--- config.mk ---
export PLATFORM = sky130hd
export DESIGN_NAME = alu_share_arbiter_flat
export DESIGN_NICKNAME = d
export VERILOG_FILES = /design/src/rtl/alu_share_arbiter_if.sv /design/src/rtl/alu_share_arbiter.sv /design/src/flat_wrapper.sv
export SDC_FILE = /design/constraint.sdc
export NUM_CORES = 1
export LEC_CHECK = 0
export CAP_MARGIN = 20
export CORE_AREA = 2 2 116 118
export CTS_BUF_LIST = sky130_fd_sc_hd__clkbuf_8
export DETAILED_ROUTE_END_ITERATION = 6
export DIE_AREA = 0 0 118 120
export PLACE_DENSITY_LB_ADDON = 0.1
export SLEW_MARGIN = 25
export SYNTH_ARGS = -nofsm -noshare
export SYNTH_HDL_FRONTEND = slang
export SYNTH_SLANG_ARGS = --single-unit
--- constraint.sdc ---
create_clock -name clk -period 1.9 [get_ports clk]
set_input_delay 0.19 -clock clk [delete_from_list [all_inputs] [get_ports clk]]
set_output_delay 0.19 -clock clk [all_outputs]
set_load 0.02 [all_outputs]
--- src/rtl/alu_share_arbiter_if.sv ---
// Request, shared-ALU and response bundle for alu_share_arbiter.
// The arbiter binds to slave; requesters, ALU and consumers sit on master.
interface alu_share_arbiter_if;
    logic        req0_valid;
    logic        req0_ready;
    logic [31:0] req0_a;
    logic [31:0] req0_b;
    logic [2:0]  req0_funct3;
    logic [6:0]  req0_funct7;

    logic        req1_valid;
    logic        req1_ready;
    logic [31:0] req1_a;
    logic [31:0] req1_b;
    logic [2:0]  req1_funct3;
    logic [6:0]  req1_funct7;

    logic [31:0] alu_a;
    logic [31:0] alu_b;
    logic [2:0]  alu_funct3;
    logic [6:0]  alu_funct7;
    logic [31:0] alu_result;

    logic        rsp0_valid;
    logic        rsp0_ready;
    logic        rsp1_valid;
    logic        rsp1_ready;
    logic [31:0] rsp_result;

    modport slave (
        input  req0_valid, req0_a, req0_b, req0_funct3, req0_funct7,
        output req0_ready,
        input  req1_valid, req1_a, req1_b, req1_funct3, req1_funct7,
        output req1_ready,
        output alu_a, alu_b, alu_funct3, alu_funct7,
        input  alu_result,
        output rsp0_valid, rsp1_valid, rsp_result,
        input  rsp0_ready, rsp1_ready
    );

    modport master (
        output req0_valid, req0_a, req0_b, req0_funct3, req0_funct7,
        input  req0_ready,
        output req1_valid, req1_a, req1_b, req1_funct3, req1_funct7,
        input  req1_ready,
        input  alu_a, alu_b, alu_funct3, alu_funct7,
        output alu_result,
        input  rsp0_valid, rsp1_valid, rsp_result,
        output rsp0_ready, rsp1_ready
    );
endinterface

--- src/rtl/alu_share_arbiter.sv ---
// Two-port arbiter sharing one combinational ALU, with a single
// registered result stage returned to the issuing port.
module alu_share_arbiter #(
    parameter bit RR_EN = 1'b1
) (
    input logic           clk,
    input logic           rst,
    alu_share_arbiter_if.slave bus
);

    logic        out_valid;
    logic        out_owner;
    logic [31:0] out_result;
    logic        last_grant;

    logic        gnt_vld;
    logic        gnt;
    logic        owner_rdy;
    logic        can_accept;
    logic        accept;

    always_comb begin
        gnt_vld = bus.req0_valid | bus.req1_valid;
        gnt     = 1'b0;
        case ({bus.req1_valid, bus.req0_valid})
            2'b11:   gnt = RR_EN ? ~last_grant : 1'b0;
            2'b10:   gnt = 1'b1;
            default: gnt = 1'b0;
        endcase
    end

    assign owner_rdy  = out_owner ? bus.rsp1_ready : bus.rsp0_ready;
    assign can_accept = !out_valid || owner_rdy;

    assign bus.req0_ready = can_accept && gnt_vld && !gnt && !rst;
    assign bus.req1_ready = can_accept && gnt_vld && gnt && !rst;

    assign accept = (bus.req0_valid && bus.req0_ready) ||
                    (bus.req1_valid && bus.req1_ready);

    // Idle ALU inputs are forced to zero so the shared unit sees no toggling.
    always_comb begin
        bus.alu_a      = '0;
        bus.alu_b      = '0;
        bus.alu_funct3 = '0;
        bus.alu_funct7 = '0;
        if (gnt_vld) begin
            if (gnt) begin
                bus.alu_a      = bus.req1_a;
                bus.alu_b      = bus.req1_b;
                bus.alu_funct3 = bus.req1_funct3;
                bus.alu_funct7 = bus.req1_funct7;
            end else begin
                bus.alu_a      = bus.req0_a;
                bus.alu_b      = bus.req0_b;
                bus.alu_funct3 = bus.req0_funct3;
                bus.alu_funct7 = bus.req0_funct7;
            end
        end
    end

    always_ff @(posedge clk) begin
        if (rst) begin
            out_valid  <= 1'b0;
            out_owner  <= 1'b0;
            out_result <= '0;
            last_grant <= 1'b1;
        end else if (accept) begin
            out_valid  <= 1'b1;
            out_owner  <= gnt;
            out_result <= bus.alu_result;
            last_grant <= gnt;
        end else if (out_valid && owner_rdy) begin
            out_valid  <= 1'b0;
        end
    end

    assign bus.rsp0_valid = out_valid && !out_owner;
    assign bus.rsp1_valid = out_valid && out_owner;
    assign bus.rsp_result = out_result;

endmodule

--- src/flat_wrapper.sv ---
// flat-port wrapper written by rule: the top's interface ports become plain ports
module alu_share_arbiter_flat 
#(
    parameter bit RR_EN = 1'b1
)
  (clk, rst, bus_req0_valid, bus_req0_a, bus_req0_b, bus_req0_funct3, bus_req0_funct7, bus_req0_ready, bus_req1_valid, bus_req1_a, bus_req1_b, bus_req1_funct3, bus_req1_funct7, bus_req1_ready, bus_alu_a, bus_alu_b, bus_alu_funct3, bus_alu_funct7, bus_alu_result, bus_rsp0_valid, bus_rsp1_valid, bus_rsp_result, bus_rsp0_ready, bus_rsp1_ready);
  alu_share_arbiter_if bus_i ();
  input logic clk;
  input logic rst;
  input wire logic [$bits(bus_i.req0_valid)-1:0] bus_req0_valid;
  input wire logic [$bits(bus_i.req0_a)-1:0] bus_req0_a;
  input wire logic [$bits(bus_i.req0_b)-1:0] bus_req0_b;
  input wire logic [$bits(bus_i.req0_funct3)-1:0] bus_req0_funct3;
  input wire logic [$bits(bus_i.req0_funct7)-1:0] bus_req0_funct7;
  output wire logic [$bits(bus_i.req0_ready)-1:0] bus_req0_ready;
  input wire logic [$bits(bus_i.req1_valid)-1:0] bus_req1_valid;
  input wire logic [$bits(bus_i.req1_a)-1:0] bus_req1_a;
  input wire logic [$bits(bus_i.req1_b)-1:0] bus_req1_b;
  input wire logic [$bits(bus_i.req1_funct3)-1:0] bus_req1_funct3;
  input wire logic [$bits(bus_i.req1_funct7)-1:0] bus_req1_funct7;
  output wire logic [$bits(bus_i.req1_ready)-1:0] bus_req1_ready;
  output wire logic [$bits(bus_i.alu_a)-1:0] bus_alu_a;
  output wire logic [$bits(bus_i.alu_b)-1:0] bus_alu_b;
  output wire logic [$bits(bus_i.alu_funct3)-1:0] bus_alu_funct3;
  output wire logic [$bits(bus_i.alu_funct7)-1:0] bus_alu_funct7;
  input wire logic [$bits(bus_i.alu_result)-1:0] bus_alu_result;
  output wire logic [$bits(bus_i.rsp0_valid)-1:0] bus_rsp0_valid;
  output wire logic [$bits(bus_i.rsp1_valid)-1:0] bus_rsp1_valid;
  output wire logic [$bits(bus_i.rsp_result)-1:0] bus_rsp_result;
  input wire logic [$bits(bus_i.rsp0_ready)-1:0] bus_rsp0_ready;
  input wire logic [$bits(bus_i.rsp1_ready)-1:0] bus_rsp1_ready;
  assign bus_i.req0_valid = bus_req0_valid;
  assign bus_i.req0_a = bus_req0_a;
  assign bus_i.req0_b = bus_req0_b;
  assign bus_i.req0_funct3 = bus_req0_funct3;
  assign bus_i.req0_funct7 = bus_req0_funct7;
  assign bus_req0_ready = bus_i.req0_ready;
  assign bus_i.req1_valid = bus_req1_valid;
  assign bus_i.req1_a = bus_req1_a;
  assign bus_i.req1_b = bus_req1_b;
  assign bus_i.req1_funct3 = bus_req1_funct3;
  assign bus_i.req1_funct7 = bus_req1_funct7;
  assign bus_req1_ready = bus_i.req1_ready;
  assign bus_alu_a = bus_i.alu_a;
  assign bus_alu_b = bus_i.alu_b;
  assign bus_alu_funct3 = bus_i.alu_funct3;
  assign bus_alu_funct7 = bus_i.alu_funct7;
  assign bus_i.alu_result = bus_alu_result;
  assign bus_rsp0_valid = bus_i.rsp0_valid;
  assign bus_rsp1_valid = bus_i.rsp1_valid;
  assign bus_rsp_result = bus_i.rsp_result;
  assign bus_i.rsp0_ready = bus_rsp0_ready;
  assign bus_i.rsp1_ready = bus_rsp1_ready;
  alu_share_arbiter #(.RR_EN(RR_EN)) u_core (.clk(clk), .rst(rst), .bus(bus_i));
endmodule
==> flow_metrics.env <==
export IMPL_htreeDepth=2
export IMPL_ys_seq_area_share_pct=30.5
export IMPL_power_density_mw_per_mm2=549
export IMPL_gp_congestion=0.845
export IMPL_cts_root_buffer="clkbuf_8"
export IMPL_grt_pass1_wl_mm=18.3
export IMPL_outcome="completed"
export IMPL_ctsLongestPathBuffers=2
export IMPL_die_h_um=120
export IMPL_area_growth_pct=134
export IMPL_crit_path_end_kind="output pin"
export IMPL_synth_distinct_cells=25
export IMPL_dp_cells=807
export IMPL_initial_core_util_pct=17.7
export IMPL_ys_async_sr_fraction_pct=0
export IMPL_dp_worst_setup_slack_ns=-0.438
export IMPL_slew_viol_final=0
export IMPL_wl_mm=12.0
export IMPL_die_area_mm2=0.0142
export IMPL_clock_sinks=35
export IMPL_cts_tree="done"
export IMPL_layout_drive_gt1_share_pct=21.7
export IMPL_crit_required_ns=1.71
export IMPL_dpl_instance_area_mm2=0.00557
export IMPL_route_detailed_drc=0
export IMPL_core_mm2=0.0130
export IMPL_post_route_period_util_pct=96.3
export IMPL_worst_pin_slew_ns=0.357
export IMPL_firstDrtPassIters=4
export IMPL_first_global_vias=3383
export IMPL_io_pin_count=296
export IMPL_yosysWarnings=0
export IMPL_dr_first_iter_drc_count=184
export IMPL_period_needed_ns=1.83
export IMPL_hold_buffers=0
export IMPL_nets=826
export IMPL_placementRows=42
export IMPL_stdcell_count=817
export IMPL_crit_path_max_fanout=10
export IMPL_utilization_pct=41.4
export IMPL_maxCapViolCount=0
export IMPL_wl_per_cell_um=14.7
export IMPL_ys_ff_latch=35
export IMPL_antenna_found_initial=1
export IMPL_netlist_instances=344
export IMPL_clk_pin_slew_ns=0.07
export IMPL_slew_limit_headroom_pct=75.7
export IMPL_path_class="in -> out"
export IMPL_max_freq_mhz=546
export IMPL_syn_nets=530
export IMPL_antenna_left=0
export IMPL_ir_drop_uv=491
export IMPL_layout_setup_ws_ns=0.0700
export IMPL_holdCritPathClass="reg -> reg"
export IMPL_cts_buffers=5
export IMPL_skew_ns=0.00359
export IMPL_synth_area_mm2=0.00230
export IMPL_grt_overflow=0
export IMPL_dp_hpwl_mm=9.61
export IMPL_critical_path_startpoint_type="input port"
export IMPL_cp_top_family="buffers and inverters"
export IMPL_grt_max_degree=45
export IMPL_hold_viol_final=0
export IMPL_p_leak_nw=2.31
export IMPL_crit_path_max_incr_delay_ns=0.47
export IMPL_arrival_ns=1.64
export IMPL_dr_total_vias=3462
export IMPL_path_cells="clkdlybuf4s50_1 -> a21boi_4 -> buf_4 -> clkbuf_16 -> nand2_1 -> o21ai_0 -> clkdlybuf4s15_1"
export IMPL_track_usage_pct=16.0
export IMPL_grt_setup_unrepaired="true"
export IMPL_slowest_stage="clkdlybuf4s50_1"
export IMPL_clk_latency_ns=0.29
export IMPL_vias_per_cell=4.24
export IMPL_synth_avg_cell_area_um2=6.68
export IMPL_final_area_mm2=0.00538
export IMPL_crit_buf_inv=4
export IMPL_portBuffers=295
export IMPL_diodes=0
export IMPL_die_w_um=118
export IMPL_synth_edf_count=0
export IMPL_synth_main_ff_cell="dfxtp_1"
export IMPL_setup_viol=0
==> power breakdown <==
part | total (mW) | leakage (nW) | internal [mW] | switching (mW)
Clock | 0.674 | 0.0581 | 0.391 | 0.284
Sequential | 0.834 | 0.290 | 0.797 | 0.0373
Combinational | 1.44 | 1.96 | 0.761 | 0.682
Total | 2.95 | 2.31 | 1.95 | 1.00
==> state kept, by name (all words and copies together), names as in the netlist <==
signal and cells:
u_core.bus.rsp_result 32, u_core.last_grant 1, u_core.out_owner 1, u_core.out_valid 1
==> path summary, 6_finish.rpt <==
kind / start / end / slack (ns) / cells past startpoint
worst max-delay path: bus_req1_valid / bus_alu_b[14] / 0.07 / 7
worst min-delay path: u_core.bus.rsp_result[0] / u_core.bus.rsp_result[0] / 0.48 / 1
worst max register to register: u_core.out_owner / u_core.bus.rsp_result[29] / 0.46 / 4
worst min register to register: u_core.bus.rsp_result[0] / u_core.bus.rsp_result[0] / 0.48 / 1
==> cell usage after synthesis (2+ instances only) <==
library cell / count / area share [%]
dfxtp_1: 35 / 30
a31o_2: 2 / 0.76
o21ai_0: 73 / 16
nor2_1: 2 / 0.33
nor3_1: 4 / 0.87
nand2_1: 150 / 24
a22o_1: 2 / 0.76
clkbuf_1: 12 / 2.0
o21ai_1: 2 / 0.44
a22o_2: 30 / 13
buf_2: 11 / 2.4
inv_1: 3 / 0.49
buf_6: 6 / 2.9
==> metal layers <==
metal / vias to the layer above / GRT usage, % / part of all wire (%)
li1: 1754 / - / -
met1: 1529 / 17.8 / 40
met2: 159 / 29.2 / 50
met3: 18 / 5.23 / 8.1
met4: 2 / 4.37 / 2.0
met5: - / 0 / 0.12
==> layout by cell type, fill, tap and decap left out, types with 2 or more instances in the layout <==
cell,count
a22o_1,2
a22o_2,30
a31o_2,2
buf_12,8
buf_2,42
buf_4,18
clkbuf_2,24
clkbuf_8,5
clkdlybuf4s15_1,2
clkdlybuf4s50_1,217
dfxtp_1,34
dlygate4sd2_1,7
inv_1,3
nand2_1,150
nor2_1,2
nor3_1,4
o21ai_0,72
o21ai_1,3
==> final cells by class <==
class                   count  area, µm²
fillers                  1393       7600
repair buffers            320       2920
multi-input cells         275       1420
flip-flops and latches     35        702
well taps                 176        220
clock buffers               5       68.8
clock inverters             3       43.8
inverters                   3       11.3
==> through the flow <==
| step | setup TNS, ns | hold slack (ns) | total power [mW] |
|---|---|---|---|
| 2_1_floorplan | 0 | 0.259 | 1.48 |
| 3_3_place_gp | -20.54 | 0.459 | 2.43 |
| 3_5_place_dp | -21.74 | 0.457 | 2.44 |
| 4_1_cts | 0 | 0.481 | 3.06 |
| 5_1_grt | -0.0154 | 0.496 | 3.13 |
| 6_report | 0 | 0.477 | 2.95 |
==> what timing repair did <==
item,4_1_cts,5_1_grt
gates resized for setup,223,96
endpoints found under the setup margin,75,68
pin swaps,0,0
setup buffers,0,1
hold endpoints to repair,0,0
cloned,0,1
==> logic make-up after synthesis <==
group,count (synthesis),share of synthesized area [%]
AOI/OAI and AO/OA,115,33.9
buffers and inverters,34,8.27
DFF,35,30.5
muxes,2,1.09
and+or+nand+nor,158,26.3
Note: power is estimated with default switching activity, not from simulation.
